`config.mk`:
```
export PLATFORM = sky130hd
export DESIGN_NAME = mips_control_unit
export DESIGN_NICKNAME = d
export VERILOG_FILES = /design/src/rtl/mips_control_unit.sv
export SDC_FILE = /design/constraint.sdc
export NUM_CORES = 1
export LEC_CHECK = 0
export ABC_AREA = 0
export CORE_AREA = 2 2 45 47
export CTS_CLUSTER_SIZE = 25
export DETAILED_ROUTE_END_ITERATION = 12
export DIE_AREA = 0 0 47 49
export GPL_TIMING_DRIVEN = 1
export PLACE_DENSITY = 0.84
export SETUP_SLACK_MARGIN = 0.5
export SYNTH_ARGS = -nofsm -noshare
export SYNTH_HDL_FRONTEND = slang
export SYNTH_SLANG_ARGS = --single-unit
```
`constraint.sdc`:
```
create_clock -name CLK -period 1.51 [get_ports CLK]
set_input_delay 0.302 -clock CLK [delete_from_list [all_inputs] [get_ports CLK]]
set_output_delay 0.302 -clock CLK [all_outputs]
set_load 0.01 [all_outputs]
```
`src/rtl/mips_control_unit.sv`:
```
// Moore multicycle control FSM for a 16-bit MIPS-style datapath.
// Each state drives the datapath selects and enables for one cycle of an instruction.
module mips_control_unit (
    input  logic       CLK,
    input  logic       Reset,
    input  logic [3:0] Opcode,
    input  logic [2:0] funk,
    output logic [1:0] ALUOp,
    output logic       SrcA,
    output logic [1:0] SrcB,
    output logic [1:0] MemtoReg,
    output logic       RegDest,
    output logic       RegWrite,
    output logic       MemRead,
    output logic       MemWrite,
    output logic       IRWrite,
    output logic       PCWrite,
    output logic [1:0] PCSrc,
    output logic       MemSrc,
    output logic       OutputWrite,
    output logic       BranchCond,
    output logic [4:0] current_state,
    output logic [4:0] next_state
);

    // state     | meaning
    // S_FETCH   | read instruction, PC <= PC + 2
    // S_DECODE  | register read, branch target into ALUOut
    // S_REXEC   | R-type ALU operation
    // S_RWB     | R-type write-back to rd
    // S_ADDI    | add immediate
    // S_IWB     | immediate write-back to rt
    // S_MADDR   | load/store address calculation
    // S_LWRD    | load memory read
    // S_LWWB    | load write-back
    // S_SW      | store memory write
    // S_BEQ     | compare, conditional PC load
    // S_JUMP    | jump
    // S_LUI     | load upper immediate write-back
    // S_OUT     | output-port write
    // S_JR      | jump register
    typedef enum logic [4:0] {
        S_FETCH  = 5'd0,
        S_DECODE = 5'd1,
        S_REXEC  = 5'd2,
        S_RWB    = 5'd3,
        S_ADDI   = 5'd4,
        S_IWB    = 5'd5,
        S_MADDR  = 5'd6,
        S_LWRD   = 5'd7,
        S_LWWB   = 5'd8,
        S_SW     = 5'd9,
        S_BEQ    = 5'd10,
        S_JUMP   = 5'd12,
        S_LUI    = 5'd13,
        S_OUT    = 5'd14,
        S_JR     = 5'd15
    } state_t;

    state_t state_q;
    state_t state_d;

    always_ff @(posedge CLK or posedge Reset) begin
        if (Reset) state_q <= S_FETCH;
        else       state_q <= state_d;
    end

    assign current_state = state_q;
    assign next_state    = state_d;

    always_comb begin
        state_d     = S_FETCH;
        ALUOp       = 2'b00;
        SrcA        = 1'b0;
        SrcB        = 2'b00;
        MemtoReg    = 2'b00;
        RegDest     = 1'b0;
        RegWrite    = 1'b0;
        MemRead     = 1'b0;
        MemWrite    = 1'b0;
        IRWrite     = 1'b0;
        PCWrite     = 1'b0;
        PCSrc       = 2'b00;
        MemSrc      = 1'b0;
        OutputWrite = 1'b0;
        BranchCond  = 1'b0;
        case (state_q)
            S_FETCH: begin
                MemRead = 1'b1;
                IRWrite = 1'b1;
                SrcB    = 2'b01;
                PCWrite = 1'b1;
                state_d = S_DECODE;
            end
            S_DECODE: begin
                SrcB = 2'b11;
                case (Opcode)
                    4'd0:       state_d = (funk == 3'b111) ? S_JR : S_REXEC;
                    4'd1:       state_d = S_ADDI;
                    4'd2, 4'd3: state_d = S_MADDR;
                    4'd4:       state_d = S_BEQ;
                    4'd6:       state_d = S_JUMP;
                    4'd7:       state_d = S_LUI;
                    4'd8:       state_d = S_OUT;
                    default:    state_d = S_FETCH;
                endcase
            end
            S_REXEC: begin
                SrcA    = 1'b1;
                ALUOp   = 2'b10;
                state_d = S_RWB;
            end
            S_RWB: begin
                RegDest  = 1'b1;
                RegWrite = 1'b1;
            end
            S_ADDI: begin
                SrcA    = 1'b1;
                SrcB    = 2'b10;
                state_d = S_IWB;
            end
            S_IWB: RegWrite = 1'b1;
            S_MADDR: begin
                SrcA = 1'b1;
                SrcB = 2'b10;
                // IR is stable for the whole instruction; anything else falls back to fetch
                if (Opcode == 4'd2)      state_d = S_LWRD;
                else if (Opcode == 4'd3) state_d = S_SW;
                else                     state_d = S_FETCH;
            end
            S_LWRD: begin
                MemRead = 1'b1;
                MemSrc  = 1'b1;
                state_d = S_LWWB;
            end
            S_LWWB: begin
                MemtoReg = 2'b01;
                RegWrite = 1'b1;
            end
            S_SW: begin
                MemWrite = 1'b1;
                MemSrc   = 1'b1;
            end
            S_BEQ: begin
                SrcA       = 1'b1;
                ALUOp      = 2'b01;
                PCSrc      = 2'b01;
                BranchCond = 1'b1;
            end
            S_JUMP: begin
                PCSrc   = 2'b10;
                PCWrite = 1'b1;
            end
            S_LUI: begin
                MemtoReg = 2'b10;
                RegWrite = 1'b1;
            end
            S_OUT: begin
                SrcA        = 1'b1;
                OutputWrite = 1'b1;
            end
            S_JR: begin
                PCSrc   = 2'b11;
                PCWrite = 1'b1;
            end
            default: state_d = S_FETCH;
        endcase
    end

endmodule

```
# After elaboration in Yosys (flattened, before gate mapping)
# Cells that the tools add are included.
word_totals:
  register_bits: 5
  out_inout_bits: 28
  word_cells: 51
op_classes:
  n_eq_ne: 22
  mux: 19
  reduce_logical: 9
ops:
  columns: ["operator", "count"]
  rows:
  - ["$eq 5x4->1 const B", 7]
  - ["$pmux 4 s7", 1]
  - ["$pmux 4 s6", 1]
  - ["$eq 5x3->1 const B", 4]
  - ["$eq 4x3->1 const B", 3]
  - ["$mux 4", 3]
  - ["$pmux 2 s3", 2]
  - ["$eq 5x2->1 const B", 2]
  - ["$mux 1", 10]
  - ["$eq 4x2->1 const B", 2]
  - ["$pmux 2 s2", 2]
  - ["$reduce_or 2->1", 4]
  - ["$eq 5x1->1 const B", 1]
  - ["$logic_not 5->1", 1]
  - ["$reduce_or 5->1", 1]
  - ["$eq 4x1->1 const B", 1]
  - ["$eq 4x4->1 const B", 1]
  - ["$logic_not 4->1", 1]
  - ["$reduce_or 4->1", 1]
  - ["$eq 3x3->1 const B", 1]
  - ["$reduce_or 3->1", 1]

# Depth between registers and ports, before layout
# Gate-level depths: netlist (run 1).
logic_depth:
  depth_word: 4
  mapped_depth: 5

# Worst setup path after synthesis (run 1)
# No wires, ideal clock.
synth_path:
  kind: "reg-to-output"
  start: "reg state_q[1] (netlist: current_state[1])"
  end: "out next_state[2]"
  arrival_time_ps: 1555
  t_required_ps: 1208
  slack_ps: -347
  stages_incl_launch_ff: 4
  n_path_buf: 0
  path_cell_list: "dfrtp_1 > nand2b_1 > or3_4 > o41ai_1"
synth_via:
  elab_chain_len: 2
synth_lines:
  columns: ["element", "line_no", "rtl"]
  rows:
  - ["start: declaration", "60", "state_t state_q;"]
  - ["start signal: assignment", "65", "else state_q <= state_d;"]
  - ["$eq 5x3->1, or another cell as far along", "87", "case (state_q)"]
  - ["$pmux 4 s6 (*)", "87", null]
  - ["end: declaration", "23", "output logic [4:0] next_state"]
# Mark *: on every way between the ends. The rest lies on a longest branch, timed or not.

# Worst setup path in the final report (run 1)
layout_path:
  start: "in funk[1]"
  end: "out next_state[2]"
layout_via:
  elab_chain_len: 4
layout_lines:
  columns: ["element", "line_no", "rtl"]
  rows:
  - ["start: declaration", "7", "input logic [2:0] funk,"]
  - ["$eq 3x3->1", "98", "4'd0: state_d = (funk == 3'b111) ? S_JR : S_REXEC;"]
  - ["$mux 4", "98", null]
  - ["$pmux 4 s7", "97", "case (Opcode)"]
  - ["$pmux 4 s6", "87", null]
# No other way between the ends.

==> reports/results.ini, run 1 <==
[status]
status = complete, but fails checks
violations = negative setup slack

[clocking]
hold_buffers = 0
cts_tree = yes
cts.clk_slew.worst_paths_ns = 0.04
clk_latency_ns = 0.23
clockBufferDepth = 2
cts_sinks = 4
cts_root_buffer = clkbuf_4
cts-buffers-inserted = 3
h-tree-depth = 1

[pwr]
p_leak_nw = 0.712
p_per_area_nw_per_um2 = 2030
ir_drop_mv = 1.52

[cells_and_area]
area.growth.synth_to_final_pct = 182
final_nets = 163
nFillCells = 105
layout-drive-gt1-share_pct = 78.9
seq_area_um2 = 104
multi_input_area_um2 = 654
diodes = 0
stdcell_area_um2 = 1530
largest_reg_flops = 4

[setup_path]
cp-startpoint = funk[1]
start_kind = input port
regToRegSetupSlack_ns = -0.02
r2r_start = current_state[1]$_DFF_PP0_
cp_data_required_time_ns = 1.21
critPathKind = input port to output pin
cp-end-kind = output pin
cp.arrival_ns = 1.67
reg2regPathDepth = 5
crit_fanout = 2
worstReg2RegEnd = current_state[3]$_DFF_PP0_

[global_route]
grt_pass1_vias = 861
antenna_found_initial = 0
overflow = 0
grt_max_degree = 15
groute.usage.overall_pct = 22.5
grt_pass1_wl_um = 3930

[routing]
drc = 0
vias = 878
first_pass_iters = 4
wirelength_um = 2660
drt-wirelength-per-cell_um = 14.8
ant_nets = 0
drtIter0Drc = 12
via_per_inst = 4.91

[synthesis]
synth_edf_count = 0
synth.largest_area_cell = dfrtp_1
synth.most_common_cell = nor2_1
synthTopCellsByArea = dfrtp_1, nor2_1, nand2b_1
ys_ff_latch = 4
ys_async_sr_fraction_pct = 100
synthTopCellsByCount = nor2_1, nand2_1, a21oi_1, nor3_1, nand2b_1
synth_warnings = 0
yosysSeqAreaShare_pct = 18.4
ys_types = 35
synth-main-ff-cell = dfrtp_1
synth_top_area_share_pct = 18.4
syn_inst = 79
syn_avg_cell_area_um2 = 6.87
synthesis.area_um2 = 543

[placed_design]
place_ws_ns = -0.959
globalplace.congestion = 0.806
dp_hpwl_um = 1500
placed_area_um2 = 1180
portBuffers = 34

[flow_run]
maxCapViolations = 0

[sta]
finalCritPeriodShare_pct = 131
fmax_mhz = 507
tns_ns = -5.25
finalHoldViolCount = 0
maxSlewViolCount = 0
hold_slack_ns = 0.247
timing.final.ws_setup_ns = -0.464
rsz0062_at_grt = true
clock_skew_ns = 0.00533
setup_viol = 22
min_period_ns = 1.97

[die]
die_w_um = 47
dieArea_um2 = 2300
initial_core_util_pct = 29.5
core_area_um2 = 1840
pin_count = 37
die_h_um = 49
rows = 16

[worst_hold_path]
min_path_type = input port to async pin

==> cell usage in the layout, fill, tap and decap left out, types with 2 or more instances in the layout <==
| cell type | n |
|---|---|
| buf_4 | 25 |
| buf_6 | 24 |
| buf_2 | 20 |
| nand2_1 | 5 |
| nor3_4 | 4 |
| nor2_4 | 4 |
| a21oi_2 | 4 |
| buf_12 | 4 |
| nand2b_4 | 3 |
| nor2_1 | 3 |
| clkbuf_4 | 3 |
| dfrtp_2 | 3 |
| clkdlybuf4s50_1 | 3 |
| nor3_2 | 2 |
| o211ai_1 | 2 |
| nor2_2 | 2 |
| nand2_8 | 2 |
| nand2b_1 | 2 |
| nand3_1 | 2 |
| inv_2 | 2 |
| a21oi_1 | 2 |
| and3_1 | 2 |
| conb_1 | 2 |
| dlymetal6s2s_1 | 2 |
==> report_power, final <==
part	switching (mW)	internal, mW
Combinational	1.22	1.53
Clock	0.0448	0.0890
Sequential	0.0604	0.158
Total	1.33	1.78
==> per-stage QoR <==
stage	cells	power, mW	util, %
final	179	3.11	83.1
after detailed placement	151	2.16	64.3
after global routing	179	3.27	83.1
after global placement	151	2.12	64.3
after floorplan	80	1.39	-
after CTS	168	2.71	73.8
==> worst max-delay path: stages <==
cell and delay [ns]:
clkdlybuf4s50_1 0.46, and3_4 0.18, nor4_1 0.05, buf_4 0.14, o41ai_4 0.35, buf_2 0.19
==> kinds of logic (layout without fill, tap and decap cells) <==
kind of cell / after synthesis / count (layout) / synth area share (%)
simple gates: 40 / 40 / 39.6
flops: 4 / 4 / 18.4
compound gates: 18 / 18 / 22.6
xor+xnor: 2 / 2 / 3.23
buf+inv: 13 / 85 / 13.6
other cells: 1 / 2 / 0.691
mux: 1 / 1 / 1.84
==> how the worst max path moves through the flow <==
stage          slack (ns)             to
2_1_floorplan       -0.11  next_state[3]
3_3_place_gp        -0.93  next_state[0]
3_5_place_dp        -0.96  next_state[2]
4_1_cts             -0.43  next_state[2]
5_1_grt             -0.51  next_state[2]
6_report            -0.46  next_state[2]
==> cell type report <==
type	count	area share, %
Timing Repair Buffer	79	46.0
Multi-Input combinational cell	63	42.8
Sequential cell	4	6.79
Tap cell	27	2.21
Clock buffer	3	1.47
Inverter	3	0.736
==> what timing repair did <==
action | in CTS | in global routing
resized for setup | 148 | 23
pin swaps | 6 | 10
buffers inserted | 14 | 11
setup endpoints to repair | 30 | 30
==> metal layers <==
| metal | vias up | GRT usage, % | share of wire (%) |
|---|---|---|---|
| met3 | 2 | 1.48 | 4.8 |
| met5 | - | 0 | 0 |
| met2 | 39 | 41.6 | 54 |
| li1 | 424 | - | - |
| met4 | 0 | 5.09 | 0.56 |
| met1 | 413 | 26.9 | 41 |
No activity file was read; power rests on OpenSTA's default activity.
==> run 2, diff against run 1 <==
- CELL_PAD_IN_SITES_DETAIL_PLACEMENT: not set -> 0
- CELL_PAD_IN_SITES_GLOBAL_PLACEMENT: not set -> 1
- CORE_AREA: 2 2 45 47 -> 2 2 43 74
- DIE_AREA: 0 0 47 49 -> 0 0 45 76
- PLACE_DENSITY: 0.84 -> 0.82
==> run 2 against run 1 <==
Compared with the run above: the flow still finishes with violations (negative setup slack); non-clock buffer count is 6 higher; clock skew fell by 0.0015 ns; die area is 49% higher; register-to-register slack better by 0.04 ns; critical path depth is 3 lower; worst setup slack better by 0.060 ns; clock power increased by 66%; total power grew 3.2%; sequential power decreased by 2%; global-route usage down 7.9 points; critical path type is now register to output pin; highest routed layer is now met3.
==> reports/results.ini, run 2 (same netlist as run 1, synthesis figures left out) <==
[die]
die_h_um = 76
dieArea_um2 = 3420
pin_count = 37
core_area_um2 = 2860
rows = 26
die_w_um = 45
initial_core_util_pct = 19.0

[setup_path]
start_kind = register
cp.arrival_ns = 1.61
crit_chain = or3_4 > o41ai_4 > buf_2
critPathMaxStageDelay_ns = 0.46
cp-end-kind = output pin
slowest_stage = or3_4
r2r_start = current_state[2]$_DFF_PP0_
cp-startpoint = current_state[2]$_DFF_PP0_
cp_data_required_time_ns = 1.21
crit_fanout = 4
critPathKind = register to output pin

[clocking]
h-tree-depth = 1
cts_tree = yes
cts.clk_slew.worst_paths_ns = 0.03
hold_buffers = 0
cts_sinks = 4
clk_latency_ns = 0.22
cts_root_buffer = clkbuf_8
cts-buffers-inserted = 3
clockBufferDepth = 2

[cells_and_area]
final_nets = 169
diodes = 0
largest_reg_flops = 4
layout_commonest_cell = buf_4
multi_input_area_um2 = 632
nFillCells = 260
mostFrequentLayoutCells = buf_4, buf_2, buf_6, a21oi_2
seq_area_um2 = 103
layout-drive-gt1-share_pct = 80.4
stdcell_area_um2 = 1550
area.growth.synth_to_final_pct = 186

[status]
status = complete, but fails checks
violations = negative setup slack

[pwr]
ir_drop_mv = 1.05
power_mw = 3.21
p_leak_nw = 0.731
p_per_area_nw_per_um2 = 2070

[placed_design]
place_ws_ns = -0.967
placed_area_um2 = 1190
globalplace.congestion = 0.810
portBuffers = 34
dp_hpwl_um = 1640

[sta]
finalHoldViolCount = 0
setup_viol = 22
finalCritPeriodShare_pct = 127
maxSlewViolCount = 0
min_period_ns = 1.91
rsz0062_at_grt = true
fmax_mhz = 522
hold_slack_ns = 0.278
timing.final.ws_setup_ns = -0.404
clock_skew_ns = 0.00381

[routing]
wirelength_um = 2570
ant_nets = 0
vias = 883
drt-wirelength-per-cell_um = 13.8
drtIter0Drc = 24
via_per_inst = 4.75
drc = 0
first_pass_iters = 4

[worst_hold_path]
min_path_type = input port to async pin

[global_route]
overflow = 0
groute.usage.overall_pct = 14.6
grt_pass1_wl_um = 3850
grt_max_degree = 15
grt_pass1_vias = 851
antenna_found_initial = 0

[flow_run]
maxCapViolations = 0

==> run 2: path summary, 6_finish.rpt <==
path                                               to  slack, ns  depth (start not counted)
max in group asynchronous  current_state[0]$_DFF_PP0_       1.07                          2
hold reg to reg            current_state[2]$_DFF_PP0_       0.68                          2
setup / recovery                        next_state[2]      -0.40                          3
min in group CLK           current_state[2]$_DFF_PP0_       0.50                          4
setup reg to reg           current_state[0]$_DFF_PP0_       0.02                          6
hold / removal             current_state[2]$_DFF_PP0_       0.28                          2
==> run 2: routing by layer <==
layer  part of all wire [%]  GRT usage [%]  up-vias
li1                       -              -      432
met1                     33           15.3      422
met2                     61           26.6       29
met4                      0           6.18        0
met5                      0              0        -
met3                    5.6           2.37        0
==> run 2: final cells by class <==
| class | instances | share of cell area, % |
|---|---|---|
| multi-input cells | 63 | 40.7 |
| clock buffers | 3 | 2.66 |
| well taps | 28 | 2.26 |
| inverters | 3 | 0.887 |
| repair buffers | 85 | 46.9 |
| flip-flops and latches | 4 | 6.61 |
==> run 2: critical path, delay by kind of cell, from the launching register on <==
kind,cells,cell delay (ns)
buffers and inverters,1,0.19
AND/OR/NAND/NOR,1,0.46
flip-flops,1,0.43
AO/OA/AOI/OAI,1,0.32
==> run 2: power breakdown <==
| part | switching, mW | total [mW] | internal [mW] |
|---|---|---|---|
| registers | 0.0565 | 0.213 | 0.156 |
| logic | 1.19 | 2.77 | 1.58 |
| clock network | 0.0526 | 0.222 | 0.170 |
| total | 1.30 | 3.21 | 1.91 |
==> run 2: repair_timing <==
item	4_1_cts	5_1_grt
gates resized for setup	163	12
setup buffers	14	16
setup endpoints to repair	30	30
pin swaps	15	8
==> run 2: per-stage QoR <==
| step | std cells | util [%] | TNS [ns] |
|---|---|---|---|
| 2_1_floorplan | 80 | - | -0.364 |
| 3_3_place_gp | 153 | 41.7 | -10.45 |
| 3_5_place_dp | 153 | 41.7 | -10.63 |
| 4_1_cts | 170 | 48.2 | -4.00 |
| 5_1_grt | 186 | 54.2 | -5.61 |
| 6_report | 186 | 54.2 | -4.34 |
==> run 3, diff against run 2 <==
- CORE_AREA: 2 2 43 74 -> 2 2 48 67
- DIE_AREA: 0 0 45 76 -> 0 0 50 69
==> run 3 against run 2 <==
Compared with the run above: sequential cell count is the same; critical path depth grew 1; combinational power shrank 1%; the flow still finishes with violations (negative setup slack).
==> reports/results.ini, run 3 (same netlist as run 1, synthesis figures left out) <==
[pwr]
p_per_area_nw_per_um2 = 2010
swShare_pct = 42.5
clockPowerShare_pct = 8.0
intPower_mw = 1.85
p_sw_mw = 1.37
pwr-share-comb_pct = 84.9
ir_drop_mv = 0.782
power_mw = 3.21
pwr-share-seq_pct = 7.1
p_leak_nw = 0.718

[setup_path]
start_kind = register
crit_fanout = 4
cp_data_required_time_ns = 1.21
critPathKind = register to output pin
cp-end-kind = output pin
cp.arrival_ns = 1.59

[clocking]
h-tree-depth = 1
cts-buffers-inserted = 3
cts_tree = yes
clockBufferDepth = 2
cts_sinks = 4
cts.clk_slew.worst_paths_ns = 0.04
clk_latency_ns = 0.23
cts_root_buffer = clkbuf_8

[sta]
finalHoldViolCount = 0
setup_viol = 23
min_period_ns = 1.89
rsz0062_at_grt = true
timing.final.ws_setup_ns = -0.382
fmax_mhz = 529
maxSlewViolCount = 0
hold_slack_ns = 0.253
clock_skew_ns = 0.00278
finalCritPeriodShare_pct = 125

[placed_design]
dp_hpwl_um = 1500
globalplace.congestion = 0.731
portBuffers = 34
placed_area_um2 = 1170
dpl.cell_count = 158

[flow_run]
maxCapViolations = 0

[global_route]
grt_max_degree = 14
overflow = 0
grt_pass1_vias = 854
grt_pass1_wl_um = 3770
groute.usage.overall_pct = 14.1
antenna_found_initial = 0

[routing]
drc = 0
via_per_inst = 4.53
vias = 848
drtIter0Drc = 5
wirelength_um = 2460
drt-wirelength-per-cell_um = 13.2
first_pass_iters = 2
ant_nets = 0

[die]
core_area_um2 = 2850
dieArea_um2 = 3450
die_h_um = 69
initial_core_util_pct = 19.1
pin_count = 37
rows = 23
die_w_um = 50

[cells_and_area]
area.growth.synth_to_final_pct = 194
diodes = 0
layout_commonest_cell = buf_2
layout-drive-gt1-share_pct = 80.7
final_nets = 160
mostFrequentLayoutCells = buf_2, buf_4, buf_6, buf_8
largest_reg_flops = 4
instances_no_fill = 187
stdcell_area_um2 = 1600

[status]
status = complete, but fails checks
violations = negative setup slack

[worst_hold_path]
min_path_type = input port to async pin

## run 3: path summary, 6_finish.rpt
check | startpoint | endpoint | slack [ns] | depth (start not counted)
max | current_state[1]$_DFF_PP0_ | next_state[2] | -0.38 | 4
min | Reset | current_state[1]$_DFF_PP0_ | 0.25 | 2
max reg2reg | current_state[1]$_DFF_PP0_ | current_state[3]$_DFF_PP0_ | 0.06 | 5
min reg2reg | current_state[2]$_DFF_PP0_ | current_state[2]$_DFF_PP0_ | 0.74 | 2
max in group asynchronous | Reset | current_state[0]$_DFF_PP0_ | 1.09 | 2
min in group CLK | Opcode[3] | current_state[0]$_DFF_PP0_ | 0.42 | 3
## run 3: stage by stage
step	setup slack [ns]	setup TNS, ns	util (%)
after floorplan	-0.113	-0.364	-
after global placement	-0.956	-10.35	41.2
after detailed placement	-0.973	-10.79	41.2
after CTS	-0.442	-4.52	49.9
after global routing	-0.420	-5.20	56.0
final	-0.382	-4.21	56.0
## run 3: power by group through the flow
stage          clock (mW)  sequential (mW)  combinational (mW)
6_report            0.256            0.229                2.73
5_1_grt             0.262            0.236                2.88
4_1_cts             0.257            0.222                2.34
3_5_place_dp            0            0.204                1.93
3_3_place_gp            0            0.199                1.91
2_1_floorplan           0            0.231                1.16
## run 3: repair_timing
action                                  CTS  global route
setup buffers                            14            10
endpoints found under the setup margin   30            30
cloned                                    1             0
hold buffers                              0             0
pin swaps                                11            15
gates resized for setup                 155            33
## run 3: layout make-up
| cell class | count | area (µm²) |
|---|---|---|
| Fill cell | 236 | 1250 |
| Clock buffer | 4 | 45.0 |
| Inverter | 3 | 21.3 |
| Tap cell | 37 | 46.3 |
| Sequential cell | 4 | 104 |
| Timing Repair Buffer | 76 | 698 |
| Multi-Input combinational cell | 63 | 681 |
## run 3: layer usage
metal / GRT usage, % / part of all wire, %
met5: 0 / 0
met1: 12.9 / 35
met3: 3.46 / 5.0
met4: 9.26 / 1.8
met2: 26.3 / 58
## run 3: worst max-delay path: stages, from the launching register on
cell	delay (ns)
dfrtp_1	0.38
nand2b_4	0.16
or3_4	0.39
o41ai_4	0.25
buf_2	0.19
